File: config.mk
export PLATFORM = sky130hd
export DESIGN_NAME = alu_share_arbiter
export DESIGN_NICKNAME = d
export VERILOG_FILES = /design/src/rtl/alu_share_arbiter_pkg.sv /design/src/rtl/alu_share_arbiter_rr_arbiter.sv /design/src/rtl/alu_share_arbiter.sv
export SDC_FILE = /design/constraint.sdc
export NUM_CORES = 1
export LEC_CHECK = 0
export BUFFER_PORTS_ARGS = -buffer_cell sky130_fd_sc_hd__buf_2
export CORE_AREA = 3 3 164 166
export CTS_CLUSTER_DIAMETER = 40
export DETAILED_ROUTE_END_ITERATION = 7
export DIE_AREA = 0 0 167 169
export GPL_ROUTABILITY_DRIVEN = 1
export GPL_TIMING_DRIVEN = 0
export HOLD_SLACK_MARGIN = 0.02
export PLACE_DENSITY = 0.42
export SLEW_MARGIN = 5
export SYNTH_ARGS = -nofsm -noshare
export SYNTH_HDL_FRONTEND = slang
export SYNTH_SLANG_ARGS = --single-unit
File: constraint.sdc
create_clock -name clk -period 4 [get_ports clk]
set_clock_uncertainty 0.2 [all_clocks]
set_input_delay 0.8 -clock clk [delete_from_list [all_inputs] [get_ports clk]]
set_output_delay 0.8 -clock clk [all_outputs]
set_load 0.02 [all_outputs]
File: src/rtl/alu_share_arbiter_pkg.sv
// Shared definitions for the ALU-sharing arbiter: datapath widths and ALUop encodings.
package alu_share_arbiter_pkg;

   localparam int XLEN    = 32;
   localparam int ALU_OPW = 4;

   typedef enum logic [ALU_OPW-1:0] {
      ALU_ADD  = 4'd0,
      ALU_SUB  = 4'd1,
      ALU_AND  = 4'd2,
      ALU_OR   = 4'd3,
      ALU_XOR  = 4'd4,
      ALU_SLL  = 4'd5,
      ALU_SRL  = 4'd6,
      ALU_SRA  = 4'd7,
      ALU_SLT  = 4'd8,
      ALU_SLTU = 4'd9,
      ALU_XXX  = 4'hF
   } alu_op_e;

endpackage

File: src/rtl/alu_share_arbiter_rr_arbiter.sv
// Combinational round-robin picker: first asserted request at or after ptr, wrapping at N-1.
module rr_arbiter #(
   parameter int N  = 4,
   parameter int IW = (N > 1) ? $clog2(N) : 1
) (
   input  logic [N-1:0]  req_i,
   input  logic [IW-1:0] ptr_i,
   input  logic          en_i,
   output logic [N-1:0]  gnt_o,
   output logic [IW-1:0] gnt_idx_o,
   output logic          any_o
);

   always_comb begin
      logic [31:0] idx;
      gnt_o     = '0;
      gnt_idx_o = '0;
      any_o     = 1'b0;
      idx       = '0;
      for (int k = 0; k < N; k++) begin
         // modulo N keeps non-power-of-two sizes off the unused indices
         idx = (32'(ptr_i) + 32'(k)) % 32'(N);
         if (en_i && !any_o && req_i[idx[IW-1:0]]) begin
            gnt_o[idx[IW-1:0]] = 1'b1;
            gnt_idx_o          = idx[IW-1:0];
            any_o              = 1'b1;
         end
      end
   end

endmodule

File: src/rtl/alu_share_arbiter.sv
// Round-robin sharing of one external combinational ALU among NREQ requesters,
// with a one-entry tagged response register.
module alu_share_arbiter
   import alu_share_arbiter_pkg::*;
#(
   parameter int NREQ = 4,
   parameter int IDW  = (NREQ > 1) ? $clog2(NREQ) : 1
) (
   input  logic                    clk,
   input  logic                    rst_n,
   input  logic [NREQ-1:0]         req_valid,
   output logic [NREQ-1:0]         req_ready,
   input  logic [NREQ*XLEN-1:0]    req_a,
   input  logic [NREQ*XLEN-1:0]    req_b,
   input  logic [NREQ*ALU_OPW-1:0] req_op,
   output logic [XLEN-1:0]         alu_a,
   output logic [XLEN-1:0]         alu_b,
   output logic [ALU_OPW-1:0]      alu_op,
   input  logic [XLEN-1:0]         alu_out,
   output logic                    rsp_valid,
   input  logic                    rsp_ready,
   output logic [IDW-1:0]          rsp_id,
   output logic [XLEN-1:0]         rsp_data,
   output logic                    busy
);

   localparam logic [IDW-1:0] LAST_IDX = IDW'(NREQ - 1);

   logic                 rsp_valid_q, rsp_valid_d;
   logic [IDW-1:0]       rsp_id_q, rsp_id_d;
   logic [XLEN-1:0]      rsp_data_q, rsp_data_d;
   logic [IDW-1:0]       ptr_q, ptr_d;

   logic                 can_issue;
   logic [NREQ-1:0]      gnt;
   logic [IDW-1:0]       gnt_idx;
   logic                 any_gnt;
   logic [IDW-1:0]       sel;

   logic [XLEN-1:0]      a_arr  [NREQ];
   logic [XLEN-1:0]      b_arr  [NREQ];
   logic [ALU_OPW-1:0]   op_arr [NREQ];

   for (genvar gi = 0; gi < NREQ; gi++) begin : g_split
      assign a_arr[gi]  = req_a[gi*XLEN +: XLEN];
      assign b_arr[gi]  = req_b[gi*XLEN +: XLEN];
      assign op_arr[gi] = req_op[gi*ALU_OPW +: ALU_OPW];
   end

   // rsp_ready passes straight through so a draining slot can be refilled in the same cycle
   assign can_issue = ~rsp_valid_q | rsp_ready;

   rr_arbiter #(
      .N  (NREQ),
      .IW (IDW)
   ) u_rr (
      .req_i     (req_valid),
      .ptr_i     (ptr_q),
      .en_i      (can_issue & rst_n),
      .gnt_o     (gnt),
      .gnt_idx_o (gnt_idx),
      .any_o     (any_gnt)
   );

   assign req_ready = gnt;
   assign sel       = any_gnt ? gnt_idx : ptr_q;
   assign alu_a     = a_arr[sel];
   assign alu_b     = b_arr[sel];
   assign alu_op    = op_arr[sel];

   always_comb begin
      rsp_valid_d = rsp_valid_q;
      rsp_id_d    = rsp_id_q;
      rsp_data_d  = rsp_data_q;
      ptr_d       = ptr_q;
      if (any_gnt) begin
         rsp_valid_d = 1'b1;
         rsp_id_d    = gnt_idx;
         rsp_data_d  = alu_out;
         ptr_d       = (gnt_idx == LAST_IDX) ? '0 : gnt_idx + IDW'(1);
      end else if (rsp_ready) begin
         rsp_valid_d = 1'b0;
      end
   end

   always_ff @(posedge clk) begin
      if (!rst_n) begin
         rsp_valid_q <= 1'b0;
         rsp_id_q    <= '0;
         rsp_data_q  <= '0;
         ptr_q       <= '0;
      end else begin
         rsp_valid_q <= rsp_valid_d;
         rsp_id_q    <= rsp_id_d;
         rsp_data_q  <= rsp_data_d;
         ptr_q       <= ptr_d;
      end
   end

   assign rsp_valid = rsp_valid_q;
   assign rsp_id    = rsp_id_q;
   assign rsp_data  = rsp_data_q;
   assign busy      = rsp_valid_q | (|req_valid);

endmodule
==> out/qor.yml <==
floorplan:
  core_area_um2: 25800
  start_util_pct: 14.2
  boundaryPins: 419
  die_area_um2: 28200
  die_w_um: 167
  die_h_um: 169
  rows: 59
logic_synthesis:
  synth_warnings: 0
  synth_largest_area_cell: "mux4_2"
  synth-edff-count: 0
  ys_seq_area_share_pct: 20.3
  async_reset_ff_share_pct: 0
  synth_flop_cell: "dfxtp_1"
  synth_cell_types: 46
  syn_nets: 637
  synth.cell_area_um2: 3650
  synth_largest_type_area_fraction_pct: 38.8
  avgSynthCellArea_um2: 11.3
  syn_inst: 322
  synthTopCellsByArea: "mux4_2, dfxtp_1, nand2_1"
  synth_seq_cells: 37
clock_network:
  holdBufCountCts: 0
  cts_buffers: 5
  cts_tree: "done"
  cts_root_buf: "clkbuf_16"
  clk_pin_slew_ns: 0.05
  clock_sinks: 37
  cts_buffer_depth: 2
  insertion_delay_ns: 0.27
  htreeDepth: 2
power:
  power-per-cell-area_nw_per_um2: 438
  vdd_drop_max_v: 0.000261
  power_mw: 3.19
  leakagePower_nw: 3.40
setup_path:
  r2r_cells: 10
  crit_fanout: 5
  cp-end-kind: "primary output"
  start_kind: "flip-flop"
  worstReg2RegStart: "ptr_q[0]$_SDFFE_PN0N_"
  slowest_stage: "mux4_2"
  r2r-end: "ptr_q[1]$_SDFFE_PN0N_"
  arrival_ns: 3.18
  crit_family: "multiplexers"
  critPathMaxStageDelay_ns: 0.56
  crit_chain: "buf_8 -> inv_6 -> ha_4 -> mux4_2 -> nor4_4 -> a21oi_2 -> a32oi_4 -> buf_12 -> buf_12 -> buf_8 -> mux4_2 -> buf_6"
  critPathRequiredTime_ns: 3.00
  r2r_slack_ns: 1.04
  worst-path-buf-inv: 6
  crit_type: "reg -> out"
finish:
  layout_common_cells: "buf_2, buf_6, nand2_1, mux4_2, dfxtp_1"
  fin_cells: 1115
  nNetsFinal: 1090
  area_growth_pct: 99.5
  drive_gt1_share_pct: 72.6
  layout_commonest_cell: "buf_2"
place:
  dp_cells: 1073
  post-place-ws_ns: -0.910
  dp_hpwl_um: 17300
  globalplace.congestion: 0.838
  numPortBuffers: 416
drt:
  drc: 0
  firstDrtPassIters: 4
  postRouteAntennaNets: 0
  wire_per_inst_um: 18.2
  num_vias: 4681
  viasPerCell: 4.20
  drt_wl_total_um: 20300
  drtIter0Drc: 204
run_status:
  violations: "negative setup slack"
  status: "complete, but fails checks"
timing:
  relSlewSlack_pct: 36.0
  hold_viol: 0
  tns_ns: -9.18
  max_freq_ghz: 0.239
  period_share_pct: 104
  finalSetupViolCount: 68
  layout_setup_ws_ns: -0.176
  rsz0062_at_grt: "true"
  period_needed_ns: 4.18
  worst_pin_slew_ns: 0.952
  maxSlewViolCount: 0
  whs_ns: 0.261
global_route:
  grt_max_degree: 11
  grt_antenna_before_repair: 8
  grt.total_usage_pct: 12.9
  grt_remaining_overflow: 0
  grt_pass1_wl_um: 28800
  grt_pass1_vias: 4796
min_path:
  whs_endpoint: "rsp_data[17]$_SDFFE_PN0N_"
  holdCritPathClass: "reg -> reg"
  min_from: "rsp_data[17]$_SDFFE_PN0N_"
  hold_depth: 2
flow_run:
  cap_violations: 0
## worst max path at each step
stage,cells after the start,slack (ns),endpoint,startpoint
2_1_floorplan,11,0.06,alu_b[14],ptr_q[0]$_SDFFE_PN0N_
3_3_place_gp,13,-0.97,alu_op[0],ptr_q[0]$_SDFFE_PN0N_
3_5_place_dp,13,-0.91,alu_op[0],ptr_q[0]$_SDFFE_PN0N_
4_1_cts,14,-0.15,alu_b[28],ptr_q[0]$_SDFFE_PN0N_
5_1_grt,12,-0.27,alu_a[25],ptr_q[0]$_SDFFE_PN0N_
6_report,12,-0.18,alu_a[25],ptr_q[0]$_SDFFE_PN0N_
## final cells by class
class | count | area, µm²
Antenna cell | 5 | 12.5
Sequential cell | 37 | 748
Clock buffer | 7 | 143
Inverter | 5 | 30.0
Buffer | 31 | 327
Tap cell | 335 | 419
Fill cell | 2793 | 18500
Multi-Input combinational cell | 248 | 2710
Timing Repair Buffer | 447 | 2900
## worst register-to-register path, delay by kind of cell (launching register included)
kind,cells,cell delay (ns)
adder cells (fa/ha/maj),1,0.20
AND/OR/NAND/NOR,2,0.65
AO/OA/AOI/OAI,2,0.71
buffers and inverters,4,0.34
flip-flops,1,0.35
multiplexers,1,0.40
## layer usage
metal	part of all wire [%]	GRT usage, %	wire length (µm)	vias up
met5	0.064	0	13	-
met4	1.6	2.80	329	2
met3	7.8	3.34	1590	22
met2	51	22.6	10400	236
met1	40	16.2	8050	2245
li1	-	-	-	2176
## cells in the mapped netlist (all sizes together), types with 4 or more instances
master / count
nand2: 72
mux4: 69
dfxtp: 37
a21boi: 33
buf: 19
clkbuf: 13
a22oi: 8
nor2: 8
inv: 5
nand2b: 5
nor2b: 5
a211oi: 4
a21oi: 4
ha: 4
nor4: 4
o21ai: 4
## per-stage QoR
stage	util (%)	instance area, µm²
final	28.3	7290
after global routing	28.3	7290
after CTS	26.6	6840
after detailed placement	23.9	6150
after global placement	23.9	6150
after floorplan	-	3650
## cell families (layout without fill, tap and decap cells)
family,after synthesis,after routing,share of synthesized area [%]
adder cells (fa/ha/maj),4,4,1.37
other,0,5,0
flip-flops,37,37,20.3
AND/OR/NAND/NOR,102,102,12.2
buffers and inverters,37,490,6.78
AO/OA/AOI/OAI,67,67,14.1
multiplexers,75,75,45.2
## registers in the layout, indices dropped and copies added, names as in the netlist
name	count
ptr_q	2
rsp_data	32
rsp_id	2
rsp_valid	1
## power by group
group          switching (mW)  internal [mW]
Clock                   0.143          0.245
Sequential             0.0156          0.397
Combinational            1.07           1.32
Total                    1.23           1.97
## timing repair
action	CTS	global route
setup endpoints to repair	72	72
resized for setup	89	122
buffers inserted	20	7
pin swaps	4	5
cloned	4	4
endpoints found under the hold margin	0	0
Power figures use the tool's default switching activity.
